--- config.mk ---
export PLATFORM = sky130hd
export DESIGN_NAME = afe_udma_ch_arbiter
export DESIGN_NICKNAME = d
export VERILOG_FILES = /design/src/rtl/afe_udma_ch_arbiter.sv
export SDC_FILE = /design/constraint.sdc
export NUM_CORES = 1
export LEC_CHECK = 0
export ABC_AREA = 1
export CAP_MARGIN = 0
export CELL_PAD_IN_SITES_DETAIL_PLACEMENT = 2
export CELL_PAD_IN_SITES_GLOBAL_PLACEMENT = 2
export CORE_MARGIN = 1.5
export CORE_UTILIZATION = 17
export CTS_BUF_LIST = sky130_fd_sc_hd__clkbuf_16
export CTS_CLUSTER_DIAMETER = 100
export DETAILED_ROUTE_END_ITERATION = 6
export MAX_ROUTING_LAYER = met4
export PLACE_DENSITY_LB_ADDON = 0.1
export SYNTH_ARGS = -nofsm -noshare
export SYNTH_HDL_FRONTEND = slang
export SYNTH_SLANG_ARGS = --single-unit
--- constraint.sdc ---
create_clock -name clk_i -period 5.5 [get_ports clk_i]
set_clock_uncertainty 0.05 [all_clocks]
set_input_delay 0.55 -clock clk_i [delete_from_list [all_inputs] [get_ports clk_i]]
set_output_delay 0.55 -clock clk_i [all_outputs]
set_load 0.005 [all_outputs]
--- src/rtl/afe_udma_ch_arbiter.sv ---
// -----------------------------------------------------------------------------
// afe_udma_ch_arbiter
//
// Round-robin arbiter that shares one uDMA RX write port between NUM_CH AFE
// readout channels. Each channel offers a sample and the current L2 address
// from its own address generator. The winner is registered into a single
// output slot toward the uDMA, and the winner's valid-transfer strobe is
// pulsed so its address generator advances its pointer and byte counter.
//
// Handshake semantics (applies to every valid/ready pair on this block):
//   a transfer happens on a rising clk_i edge where valid and ready are both 1.
//   Channel side: ch_valid_i[i] (qualified by ch_en_i[i]) is the request and
//   ch_ready_o[i] is the one-hot accept. uDMA side: udma_valid_o/udma_ready_i;
//   while udma_valid_o=1 and udma_ready_i=0 the udma_* outputs hold stable.
//
// Optional feature (macro AFE_ARB_STALL_CNT_EN):
//   adds stall_cnt_o, a saturating 16-bit count of cycles with
//   udma_valid_o=1 and udma_ready_i=0, cleared by rst_i or cfg_clr_i.
//
// Ports:
//   clk_i           clock
//   rst_i           synchronous active-high reset
//   cfg_clr_i       flush output slot, reset round-robin pointer
//   ch_en_i         per-channel enable (low masks the request)
//   ch_valid_i      per-channel sample valid
//   ch_data_i       packed samples, channel i at [i*DATA_WIDTH +: DATA_WIDTH]
//   ch_addr_i       packed L2 addresses, channel i at [i*AWIDTH +: AWIDTH]
//   ch_ready_o      one-hot accept of the granted channel
//   ch_vtransfer_o  one-hot valid-transfer strobe (same as ch_ready_o)
//   udma_valid_o    output slot holds a beat
//   udma_data_o     registered sample
//   udma_addr_o     registered L2 address
//   udma_ch_o       source channel of the beat
//   stall_cnt_o     (AFE_ARB_STALL_CNT_EN only) stall cycle counter
//   udma_ready_i    uDMA accepts the beat
//   dbg_state_o     slot FSM state (0 = EMPTY, 1 = FULL)
// -----------------------------------------------------------------------------
module afe_udma_ch_arbiter #(
  parameter int NUM_CH     = 4,
  parameter int DATA_WIDTH = 32,
  parameter int AWIDTH     = 18
) (
  input  logic                         clk_i,
  input  logic                         rst_i,
  input  logic                         cfg_clr_i,
  input  logic [NUM_CH-1:0]            ch_en_i,
  input  logic [NUM_CH-1:0]            ch_valid_i,
  input  logic [NUM_CH*DATA_WIDTH-1:0] ch_data_i,
  input  logic [NUM_CH*AWIDTH-1:0]     ch_addr_i,
  output logic [NUM_CH-1:0]            ch_ready_o,
  output logic [NUM_CH-1:0]            ch_vtransfer_o,
  output logic                         udma_valid_o,
  output logic [DATA_WIDTH-1:0]        udma_data_o,
  output logic [AWIDTH-1:0]            udma_addr_o,
  output logic [$clog2(NUM_CH)-1:0]    udma_ch_o,
`ifdef AFE_ARB_STALL_CNT_EN
  output logic [15:0]                  stall_cnt_o,
`endif
  input  logic                         udma_ready_i,
  output logic                         dbg_state_o
);

  // NUM_CH is 2..8, so $clog2 is always at least 1 bit.
  localparam int CW = $clog2(NUM_CH);

  typedef enum logic {
    ST_EMPTY = 1'b0,
    ST_FULL  = 1'b1
  } state_t;

  state_t state_q, state_d;

  logic [CW-1:0]         ptr_q, ptr_d;
  logic [DATA_WIDTH-1:0] data_q;
  logic [AWIDTH-1:0]     addr_q;
  logic [CW-1:0]         ch_q;

  logic [NUM_CH-1:0]     req;
  logic [2*NUM_CH-1:0]   req_dbl;
  logic [NUM_CH-1:0]     req_rot;
  logic                  grant_hit;
  logic [CW-1:0]         grant_off;
  logic [CW:0]           grant_sum;
  logic [CW-1:0]         grant_idx;
  logic [CW-1:0]         ptr_after_grant;
  logic                  slot_free;
  logic                  do_grant;
  logic [NUM_CH-1:0]     grant_onehot;
  logic [DATA_WIDTH-1:0] sel_data;
  logic [AWIDTH-1:0]     sel_addr;

  // ---------------------------------------------------------------------------
  // Request qualification and round-robin search
  // ---------------------------------------------------------------------------
  assign req = ch_valid_i & ch_en_i;

  // Rotate the requests so bit 0 is the channel at ptr; the lowest set bit of
  // the rotated vector is then the first requester searching upward from ptr.
  assign req_dbl = {req, req};
  assign req_rot = NUM_CH'(req_dbl >> ptr_q);

  always_comb begin
    grant_hit = 1'b0;
    grant_off = '0;
    // Descending scan so the lowest set bit is the last (winning) assignment.
    for (int k = NUM_CH - 1; k >= 0; k--) begin
      if (req_rot[k]) begin
        grant_hit = 1'b1;
        grant_off = CW'(k);
      end
    end
  end

  // Undo the rotation: (ptr + offset) mod NUM_CH. The sum is one bit wider so
  // the wrap works for non-power-of-two channel counts too.
  assign grant_sum = {1'b0, ptr_q} + {1'b0, grant_off};
  assign grant_idx = (grant_sum >= (CW+1)'(NUM_CH)) ?
                     CW'(grant_sum - (CW+1)'(NUM_CH)) : grant_sum[CW-1:0];

  assign ptr_after_grant = (grant_idx == CW'(NUM_CH - 1)) ? '0 : grant_idx + CW'(1);

  // ---------------------------------------------------------------------------
  // Slot FSM: next state, pointer update and grant qualification
  // ---------------------------------------------------------------------------
  // The slot can take a new beat when it is empty, or when its current beat
  // leaves this cycle; the latter gives one beat per cycle sustained.
  assign slot_free = (state_q == ST_EMPTY) || udma_ready_i;

  always_comb begin
    state_d  = state_q;
    ptr_d    = ptr_q;
    do_grant = 1'b0;
    if (rst_i) begin
      // Registers are cleared by the reset branch; suppress the grant so no
      // channel sees an accept strobe for a beat that will be discarded.
      do_grant = 1'b0;
    end else if (cfg_clr_i) begin
      // Flush wins over everything, including a beat accepted this cycle.
      state_d = ST_EMPTY;
      ptr_d   = '0;
    end else begin
      case (state_q)
        ST_EMPTY: begin
          if (grant_hit) begin
            do_grant = 1'b1;
            state_d  = ST_FULL;
            ptr_d    = ptr_after_grant;
          end
        end
        ST_FULL: begin
          if (udma_ready_i) begin
            if (grant_hit) begin
              do_grant = 1'b1;
              state_d  = ST_FULL;
              ptr_d    = ptr_after_grant;
            end else begin
              state_d = ST_EMPTY;
            end
          end
        end
        default: begin
          state_d = ST_EMPTY;
        end
      endcase
    end
  end

  // slot_free is already folded into the FSM decisions above; kept as a
  // named term for readability of the handshake.
  assign grant_onehot = (do_grant && slot_free) ? (NUM_CH'(1) << grant_idx) : '0;

  assign ch_ready_o     = grant_onehot;
  assign ch_vtransfer_o = grant_onehot;

  // ---------------------------------------------------------------------------
  // Winner sample/address mux
  // ---------------------------------------------------------------------------
  always_comb begin
    sel_data = '0;
    sel_addr = '0;
    for (int i = 0; i < NUM_CH; i++) begin
      if (grant_idx == CW'(i)) begin
        sel_data = ch_data_i[i*DATA_WIDTH +: DATA_WIDTH];
        sel_addr = ch_addr_i[i*AWIDTH +: AWIDTH];
      end
    end
  end

  // ---------------------------------------------------------------------------
  // State and output slot registers
  // ---------------------------------------------------------------------------
  // On flush only the state drops to EMPTY; data/addr/channel keep stale
  // contents, which is harmless because udma_valid_o is low.
  always_ff @(posedge clk_i) begin
    if (rst_i) begin
      state_q <= ST_EMPTY;
      ptr_q   <= '0;
      data_q  <= '0;
      addr_q  <= '0;
      ch_q    <= '0;
    end else begin
      state_q <= state_d;
      ptr_q   <= ptr_d;
      if (do_grant) begin
        data_q <= sel_data;
        addr_q <= sel_addr;
        ch_q   <= grant_idx;
      end
    end
  end

  assign udma_valid_o = (state_q == ST_FULL);
  assign udma_data_o  = data_q;
  assign udma_addr_o  = addr_q;
  assign udma_ch_o    = ch_q;
  assign dbg_state_o  = state_q;

`ifdef AFE_ARB_STALL_CNT_EN
  // ---------------------------------------------------------------------------
  // Stall counter: cycles the uDMA keeps a valid beat waiting
  // ---------------------------------------------------------------------------
  logic [15:0] stall_q;

  always_ff @(posedge clk_i) begin
    if (rst_i || cfg_clr_i) begin
      stall_q <= '0;
    end else if ((state_q == ST_FULL) && !udma_ready_i && (stall_q != 16'hFFFF)) begin
      stall_q <= stall_q + 16'd1;
    end
  end

  assign stall_cnt_o = stall_q;
`endif

endmodule

Yosys cells after proc, flatten, opt, wreduce, memory -nomap -nowiden --
Cells that the tools add are included.
Cells by class: reductions and logical operators 4, equal/unequal tests 4, multiplexer cells 29, $lt $le $gt $ge 1, shifts and indexed selects 2, bitwise logic cells 2, add/subtract/negate cells 3
Operators with widths (number):
- 2-to-1 mux 32 bit | 4
- 2-to-1 mux 18 bit | 4
- 2-to-1 mux 2 bit | 8
- 2-to-1 mux 1 bit | 9
- >> shifter 8 x 2 -> 4 bit | 1
- bitwise AND 4 bit | 1
- == test 2 bit, second input constant | 2
- 2-to-1 mux 4 bit | 1
- one-hot mux 1 bit (2 select lines) | 2
- one-hot mux 2 bit (2 select lines) | 1
- left shift 1 x 2 -> 4 bit, first input constant | 1
- adder 2 x 2 -> 3 bit | 1
- greater-or-equal comparator 3 bit, second input constant | 1
- adder 2 x 1 -> 2 bit, second input constant | 1
- == test 2 x 1 -> 1 bit, second input constant | 1
- logical NOT 2 bit | 1
- != test 2 bit, second input constant | 1
- OR reduction 2 bit | 1
- subtractor 2 x 1 -> 2 bit, second input constant | 1
- logical AND 1 bit | 1
- logical OR 1 bit | 1
- NOT 1 bit | 1
Word-level totals: input bits 212, word-level logic and storage cells 50, register bits 55

Longest topological paths before layout --
depth in word-level cells 14, gate-level depth with buffers 22, depth with buffers taken out 21

Worst setup path before layout --
Ideal clock, no wire load.
path kind input-to-output, start in ch_valid_i[3], end out ch_vtransfer_o[1], path slack 2.312 ns, required time 4.900 ns, arrival time 2.588 ns, cell stages on the path 18, path buffers 3, cell sequence nand2_1 nand2_1 nand3_1 nand2_1 inv_1 a21oi_1 nor2_1 ha_1 xor2_1 nand3b_1 nand2_1 inv_1 ha_1 clkbuf_1 clkbuf_1 inv_1 nor2_1 buf_4
Between the ends: elaborated cells between the ends (all ways) 22, those cells by class 2 x add/sub; 1 x order compare; 2 x shift; 15 x mux; 1 x bitwise; 1 x reduce/logical
RTL lines:
- start: declaration | line 47 | input logic [NUM_CH-1:0] ch_valid_i,
- bitwise AND 4 bit (*) | line 95 | assign req = ch_valid_i & ch_en_i;
- >> shifter 8 x 2 -> 4 bit (*) | line 100 | assign req_rot = NUM_CH'(req_dbl >> ptr_q);
- 2-to-1 mux 2 bit (3 in series) | line 107 | if (req_rot[k]) begin
- 2-to-1 mux 2 bit (*) | line 107
- adder 2 x 2 -> 3 bit (*) | line 116 | assign grant_sum = {1'b0, ptr_q} + {1'b0, grant_off};
- greater-or-equal comparator 3 bit or subtractor 2 x 1 -> 2 bit (tied branches) | line 117, 118
- 2-to-1 mux 2 bit (*) | line 117 | assign grant_idx = (grant_sum >= (CW+1)'(NUM_CH)) ?
- net grant_idx[1] | line 84 | logic [CW-1:0] grant_idx;
- left shift 1 x 2 -> 4 bit (*) | line 170 | assign grant_onehot = (do_grant && slot_free) ? (NUM_CH'(1) << grant_idx) : '0;
- 2-to-1 mux 4 bit (*) | line 170
- end: declaration | line 51 | output logic [NUM_CH-1:0] ch_vtransfer_o,
Mark *: on every way through the listed nets, which the timed path passes. The rest lies on a longest branch.

Worst setup path after layout --
start in ch_valid_i[1], end out ch_vtransfer_o[1]
Same word-level chain as after synthesis.

==> results by group <==
STA
  • Fin. max-slew vios: 0
  • Final Hold Vio Count: 0
  • Setup violators final: 0
  • Worst-margin pin slew: 0.897 ns
  • Period utilization: 81.6%
  • Slew HR: 40.2%
  • Max Clk Rate: 223 MHz
  • Fin Setup TNS: 0 ns
  • RSZ-0062 raised after global routing: no
  • Min Tclk post-route: 4.49 ns

Clock tree
  • TritonCTS Buffers: 5
  • Clk root buf: clkbuf_16
  • Hold Buf Count CTS: 0
  • CTS resizes: 0
  • Maximum root-to-sink buffer count: 2
  • Clk sinks: 55
  • Later-pin clock latency in the skew report: 0.30 ns
  • TritonCTS clock tree: yes
  • # H-tree levels: 2
  • Post CTS Setup Buffer Count: 0
  • Reg clk slew, reported paths: 0.07 ns

Power
  • Leakage power: 2.86 nW
  • Peak VDD IR: 393 uV
  • PwrDens: 786 nW/um^2
  • Total power: 5.51 mW

Setup path
  • Crit path launch type: primary input
  • Setup crit end kind: primary output
  • Worst EP required: 4.90 ns
  • CP arrival: 3.89 ns
  • R2r setup slk: 1.52 ns
  • Reg-to-Reg End: udma_data_o[17]
  • Critical Setup Path Class: in2out
  • FF-to-FF Start: ptr_q[0]
  • Worst-path maximum fanout: 23
  • R2R cell count: 21

Worst hold path
  • Hold_sp: udma_data_o[18]
  • HP Class: reg2reg
  • Hold Path End: udma_data_o[18]
  • WHS Path Cells: 4

Synth
  • Most frequent cell after synthesis: nand2_1
  • Synth top area cells: dfxtp_1, nand2_1, o21ai_0
  • Largest area contributor in the netlist: dfxtp_1
  • Synth cell types: 23
  • Yosys warns: 0
  • Yosys top cell area share: 27.7%
  • Syn_area_per_cell: 5.71 um^2
  • Mapped cell area: 3970 um^2
  • Sequential fraction of the synthesis area: 27.7%
  • Synth top cells by count: nand2_1, o21ai_0, nor2_1
  • Ys async rst share: 0%
  • Synth Flop Type: dfxtp_1
  • Cells after Synth: 696
  • Post-synth EDFFs: 0
  • Post-Syn Nets: 913
  • Seq cells post-synth: 55

Floorplanning
  • Die width: 156 um
  • Die Y: 156 um
  • Die area: 24300 um^2
  • Total core area: 22800 um^2
  • Starting Density: 17.4%
  • Rows: 55
  • I/O pins: 274

Global routing
  • Antenna violations before repair: 2
  • Global-route wire length before repair: 30.5 mm
  • Aggregate global routing overflow: 0
  • Global Route Usage Sum: 16.5%
  • Vias in the first global route: 5632
  • Largest net degree at the start of global routing: 102

Finish
  • Nets: 1144
  • Area growth syn-to-layout: 76.8%
  • Layout cell share with drive strength beyond 1: 3.88%

Drt
  • DRC viols: 0
  • Vias/cell: 4.23
  • WL final: 19.9 mm
  • Number of nets with antenna violations after routing: 0
  • Avg WL per Cell: 16.0 um
  • First-pass iteration count of the detailed router: 4
  • Vias: 5256
  • Iteration-0 DRC Markers: 168

Place
  • Number of buffers added on ports: 273
  • DP HPWL: 15.6 mm
  • Gpl congestion: 0.753

Flow run
  • Maxcap violations: 0

Outcome
  • Status: finished, final reports clean
state kept, by name, summed over array words and instances (netlist names):
signal / cells
dbg_state_o: 1
ptr_q: 2
udma_addr_o: 18
udma_ch_o: 2
udma_data_o: 32
per-layer routing:
| metal | vias up | GRT usage, % | share of wire (%) |
|---|---|---|---|
| met1 | 2429 | 19.8 | 44 |
| met5 | - | - | 0 |
| met4 | 0 | 2.77 | 0.73 |
| met3 | 9 | 4.19 | 7.1 |
| li1 | 2660 | - | - |
| met2 | 158 | 28.2 | 48 |
worst max-delay path, stage by stage:
cell and delay [ns]:
clkdlybuf4s50_1 0.46, nand2_1 0.07, nand2_1 0.10, nand3_1 0.09
nand2_1 0.12, inv_1 0.07, a21oi_1 0.12, nor2_1 0.06
ha_1 0.19, xor2_1 0.15, nand3b_1 0.13, nand2_1 0.12
inv_1 0.11, ha_2 0.59, inv_1 0.11, nor2_1 0.27
clkdlybuf4s50_1 0.58
cells by family after synthesis:
logic type,synth area share (%)
compound gates,26.8
fa+ha+maj,1.58
buf+inv,12.9
simple gates,30.7
flops,27.7
xor+xnor,0.221
cell type report:
type | count | area (um^2)
clock buffer | 5 | 125
sequential | 55 | 1100
antenna | 1 | 2.50
inverter | 63 | 236
multi-input combinational | 522 | 2370
tap | 313 | 392
timing repair buffer | 280 | 2780
fill | 2738 | 15800
clock inverter | 3 | 15.0
cells in the final DEF, fill, tap and decap left out:
cell type / count
diode_2: 1
xor2_1: 1
nand3_1: 9
ha_2: 2
o21ai_2: 11
nand3b_1: 2
inv_2: 4
nor2_4: 2
o21ai_1: 38
a31oi_1: 1
clkbuf_16: 5
o21ai_0: 102
inv_1: 59
clkdlybuf4s50_1: 272
clkinv_1: 2
nand2_1: 235
dfxtp_1: 55
a21oi_1: 52
clkinvlp_4: 1
buf_2: 1
nand3_4: 1
nand2_4: 1
ha_1: 3
buf_4: 7
nor2_2: 1
nor2_1: 61
how the worst max path moves through the flow:
stage,start,cells after the start,endpoint
global placement,ch_valid_i[3],22,udma_data_o[26]
detailed placement,ch_valid_i[2],22,udma_data_o[18]
global route,ch_valid_i[2],17,ch_vtransfer_o[1]
floorplan,ch_valid_i[3],18,ch_vtransfer_o[1]
finish,ch_valid_i[1],17,ch_vtransfer_o[1]
CTS,ch_valid_i[2],17,ch_vtransfer_o[1]
report_power, final:
group	switching (mW)	leakage [nW]	total [mW]	internal, mW
clock network	0.156	0.0649	0.323	0.166
logic	3.00	2.35	4.61	1.61
registers	0.0651	0.451	0.581	0.516
per-stage QoR:
stage / utilization [%] / std cells / setup slack [ns] / cell area (um^2) / hold slack (ns)
detailed placement: 30.2 / 1233 / 0.954 / 6880 / 0.474
global route: 30.8 / 1242 / 0.721 / 7020 / 0.527
global placement: 30.2 / 1233 / 1.07 / 6880 / 0.461
finish: 30.8 / 1242 / 1.01 / 7020 / 0.478
CTS: 30.8 / 1241 / 0.987 / 7020 / 0.487
floorplan: - / 696 / 2.31 / 3970 / 0.461
Note: power is estimated with default switching activity, not from simulation.
